### config.mk
export PLATFORM = sky130hd
export DESIGN_NAME = ll_control
export DESIGN_NICKNAME = d
export VERILOG_FILES = /design/src/rtl/ll_control.sv
export SDC_FILE = /design/constraint.sdc
export NUM_CORES = 1
export LEC_CHECK = 0
export BUFFER_PORTS_ARGS = -buffer_cell sky130_fd_sc_hd__buf_2
export CAP_MARGIN = 25
export CORE_ASPECT_RATIO = 0.75
export CORE_MARGIN = 2
export CORE_UTILIZATION = 45
export DETAILED_ROUTE_END_ITERATION = 10
export PLACE_DENSITY = 0.78
export SYNTH_ARGS = -nofsm -noshare
export SYNTH_HDL_FRONTEND = slang
export SYNTH_SLANG_ARGS = --single-unit
### constraint.sdc
create_clock -name clk -period 2.2 [get_ports clk]
set_input_delay 0 -clock clk [delete_from_list [all_inputs] [get_ports clk]]
set_output_delay 0 -clock clk [all_outputs]
set_load 0.03 [all_outputs]
### src/rtl/ll_control.sv
// Lunar lander control: divides the system clock into simulation steps, pulses
// the memory write enable once per step and latches the touchdown outcome.
//
// state   | meaning
// --------+-------------------------------------------------------------
// FLY     | simulation running, prescaler counting, wen pulses each step
// LANDED  | touchdown below crash limits, simulation frozen until reset
// CRASHED | touchdown too fast or under excess thrust, frozen until reset
module ll_control #(
    parameter int          TICK_DIV   = 25,
    parameter logic [15:0] CRASH_VEL  = 16'h0030,
    parameter logic [15:0] THRUST_MAX = 16'h0005
) (
    input  logic        clk,
    input  logic        rst_n,
    input  logic [15:0] alt,
    input  logic [15:0] vel,
    input  logic [15:0] thrust,
    input  logic [15:0] alt_n,
    output logic        wen,
    output logic        land,
    output logic        crash,
    output logic [7:0]  step
);

    typedef enum logic [1:0] {
        FLY     = 2'd0,
        LANDED  = 2'd1,
        CRASHED = 2'd2
    } state_t;

    localparam logic [7:0] STEP_LAST = 8'(TICK_DIV - 1);

    // Ten's complement of a 4-digit BCD word: per-digit 9's complement, then +1 in BCD.
    function automatic logic [15:0] bcd_tens_comp(input logic [15:0] v);
        logic [15:0] r;
        logic        carry;
        logic [4:0]  sum;
        r     = '0;
        carry = 1'b1;
        for (int i = 0; i < 4; i++) begin
            sum = {1'b0, 4'd9 - v[4*i +: 4]} + {4'b0000, carry};
            if (sum > 5'd9) begin
                r[4*i +: 4] = 4'(sum - 5'd10);
                carry       = 1'b1;
            end else begin
                r[4*i +: 4] = sum[3:0];
                carry       = 1'b0;
            end
        end
        return r;
    endfunction

    // a >= b for 4-digit BCD, most significant differing digit decides.
    function automatic logic bcd_ge(input logic [15:0] a, input logic [15:0] b);
        logic ge;
        logic decided;
        ge      = 1'b1;
        decided = 1'b0;
        for (int i = 3; i >= 0; i--) begin
            if (!decided && (a[4*i +: 4] != b[4*i +: 4])) begin
                ge      = a[4*i +: 4] > b[4*i +: 4];
                decided = 1'b1;
            end
        end
        return ge;
    endfunction

    state_t      state, state_nxt;
    logic [15:0] speed;
    logic        crash_cond;
    logic        touchdown;

    // Current altitude is not needed: the ALU's clamped next altitude decides touchdown.
    logic unused_alt;
    assign unused_alt = ^alt;

    always_comb begin
        speed = 16'h0000;
        if (vel[15:12] >= 4'd5) begin
            speed = bcd_tens_comp(vel);
        end
    end

    assign crash_cond = bcd_ge(speed, CRASH_VEL) || !bcd_ge(THRUST_MAX, thrust);
    assign touchdown  = wen && (alt_n == 16'h0000);

    always_ff @(posedge clk or negedge rst_n) begin
        if (!rst_n) begin
            state <= FLY;
        end else begin
            state <= state_nxt;
        end
    end

    always_comb begin
        state_nxt = state;
        case (state)
            FLY: begin
                if (touchdown) begin
                    state_nxt = crash_cond ? CRASHED : LANDED;
                end
            end
            LANDED:  state_nxt = LANDED;
            CRASHED: state_nxt = CRASHED;
            default: state_nxt = FLY;
        endcase
    end

    always_comb begin
        wen   = (state == FLY) && (step == STEP_LAST);
        land  = (state == LANDED);
        crash = (state == CRASHED);
    end

    // Prescaler runs only while flying; the touchdown edge also wraps it to 0.
    always_ff @(posedge clk or negedge rst_n) begin
        if (!rst_n) begin
            step <= 8'd0;
        end else if (state != FLY) begin
            step <= 8'd0;
        end else if (step == STEP_LAST) begin
            step <= 8'd0;
        end else begin
            step <= step + 8'd1;
        end
    end

endmodule

==> metrics.md <==
| Metric | Value |
|---|---|
| Routed WL per cell | 12.9 um |
| Row count | 17 |
| Mapped Cells | 165 |
| Die width | 67.7 um |
| Initial antenna violation count | 0 |
| Final Cycle Share | 199% |
| TritonCTS clock tree | built |
| Top post-synthesis cells by count | ha_1, inv_1, nor2_1, dfrtp_1, xnor2_1 |
| Required @ worst endpoint | 2310 ps |
| FMAX | 0.228 GHz |
| Fillers | 208 |
| Final slew viol count | 0 |
| Effective utilization at floorplan | 47.0% |
| Inserted Clock Buffers | 3 |
| Post-synth EDFFs | 0 |
| Post-Place Cell Area | 2050 um^2 |
| Post-synth top flop | dfrtp_1 |
| Die height | 51.8 um |
| Setup TNS | -4300 ps |
| FF+latch count, synth | 10 |
| CP Class | input port to flip-flop |
| First-pass GRT wire length | 6020 um |
| Worst reg2reg startpoint | step[0] |
| Vias in the first global route | 1398 |
| CP Launch Type | input port |
| Root Driver | clkbuf_8 |
| H-tree Lvls | 1 |
| Port Buf Inserts | 59 |
| Leak Pwr | 1.11 nW |
| Ant diodes | 0 |
| Layout cells sized above 1 | 50.4% |
| Avg Synthesized Cell Area | 8.30 um^2 |
| Drt pass-1 iters | 4 |
| DP HPWL | 2910 um |
| Crit Path Max Fanout | 4 |
| Most area-consuming cells after synthesis | ha_1, dfrtp_1, xnor2_1 |
| HP Class | input port to async pin |
| CTS sink cnt | 10 |
| Failing checks | setup timing |
| Clock buffer depth | 2 |
| Clk pin slew, worst setup/hold paths | 50 ps |
| Detailed Route Iter0 Violations | 45 |
| Worst-Margin Slew | 378 ps |
| Ys async rst share | 100% |
| DIE AREA | 3500 um^2 |
| Storage element area | 250 um^2 |
| Synth cell types | 42 |
| Antenna Nets Post-Route | 0 |
| Multi-input logic area | 1220 um^2 |
| Status | complete, but fails checks |
| Top Ports | 77 |
| Routed Wire Length | 3800 um |
| Syn Nets | 255 |
| Remaining DRCs | 0 |
| Minimum clock period | 4380 ps |
| Hold slack final | 154 ps |
| Worst setup path startpoint | vel[2] |
| Unrepaired setup endpoints after global routing | yes |
| Worst Clk Skew | 3.27 ps |
| Area of the core | 2910 um^2 |
| Worst skew pair latency | 240 ps |
| Pwr Density | 443 nW/um^2 |
| Vias | 1489 |
| Area leader, netlist | ha_1 |
| Worst Path Arrival | 4490 ps |
| # setup viols final | 2 |
| Via/cell ratio | 5.06 |
| Overall routing resource usage | 22.5% |
| Most frequent cell after synthesis | ha_1 |
| Core Util, Final | 76.3% |
| Synth top area share | 21.9% |
| # nets final | 347 |
| Slew headroom | 74.2% |
| Place WS | -2550 ps |
| Largest net degree at the start of global routing | 11 |
| Syn Std Cell Area | 1370 um^2 |
| MaxCap Viol Count | 0 |
| VDD IR max | 0.203 mV |
| Area growth syn-to-layout | 62.3% |
| Hold Violations, Final | 0 |
| CP endpoint kind | flip-flop |
| YS warnings | 0 |
| Design area | 2220 um^2 |
| Setup ws final | -2180 ps |
| Gpl congestion | 0.774 |
| Seq/Total Area, Yosys | 18.3% |
| Global route overflow | 0 |
## path summary, 6_finish.rpt
path	to	slack, ps	cells after the start
max in group asynchronous	step[4]	1850	2
min in group clk	state[0]	180	3
worst min register to register	step[4]	560	2
worst max-delay path	state[1]	-2180	28
worst min-delay path	step[7]	150	2
worst max register to register	state[1]	520	6
## report_power, final
part,switching [W],total (W),leakage [nW],internal [W]
Clock,0.0000706,0.000228,0.0288,0.000157
Sequential,0.0000172,0.000214,0.121,0.000197
Combinational,0.000257,0.000541,0.959,0.000284
## layer usage
layer,up-vias,part of all wire (%),GRT usage [%]
met1,685,46,28.5
li1,765,-,-
met5,-,0,0
met3,8,3.3,1.52
met2,31,49,40.0
met4,0,1.6,7.82
## cells by family after synthesis
| kind of cell | synth area share (%) |
|---|---|
| adders and majority gates | 21.9 |
| DFF | 18.3 |
| buffers and inverters | 6.86 |
| and+or+nand+nor | 24.8 |
| xor gates and xnor gates | 12.9 |
| AOI/OAI and AO/OA | 14.5 |
| muxes | 0.731 |
## state kept, by name, indices dropped and copies added, names as in the netlist
name / count
state: 2
step: 8
## cell usage in the layout (no fill, tap or decap), types with 5 or more instances in the layout
master and instances:
xor2_1 7, buf_4 29, nand2_1 5, inv_1 20
ha_4 7, nor4_1 5, nor2_1 14, dfrtp_1 10
a21oi_1 5, nand3_1 5, ha_1 14, buf_2 57
xnor2_1 8
## stage by stage
| step | cells | power [W] |
|---|---|---|
| floorplan | 165 | 0.000527 |
| global placement | 288 | 0.000696 |
| detailed placement | 288 | 0.000709 |
| CTS | 294 | 0.000967 |
| global route | 294 | 0.00105 |
| finish | 294 | 0.000983 |
## worst max-delay path, cell delays in order
cell,delay [ps]
buf_6,100
inv_12,30
ha_4,280
xnor2_4,120
ha_2,200
nand2_2,60
a221oi_2,240
a31o_2,170
ha_4,150
ha_4,160
nand2_4,70
o21ai_4,170
a221oi_2,90
ha_2,210
ha_4,160
and2_4,140
a21oi_2,100
nor2_1,50
nor3_2,180
ha_2,220
ha_4,160
xnor2_4,70
ha_4,270
or3b_4,360
a31oi_1,140
a22oi_1,90
nor4bb_2,330
o32ai_1,140
## final cells by class
type | instances | share of cell area [%]
well taps | 38 | 2.14
repair buffers | 89 | 24.5
clock buffers | 4 | 2.48
flip-flops and latches | 10 | 11.3
inverters | 23 | 4.79
multi-input cells | 130 | 54.8
## timing repair
action / CTS / global route
hold endpoints to repair: 10 / 0
endpoints found under the setup margin: 2 / 2
buffers inserted: 1 / 0
gates resized for setup: 12 / 7
cloned: 0 / 0
pin swaps: 20 / 1
hold buffers: 1 / 0
Power figures use the tool's default switching activity.
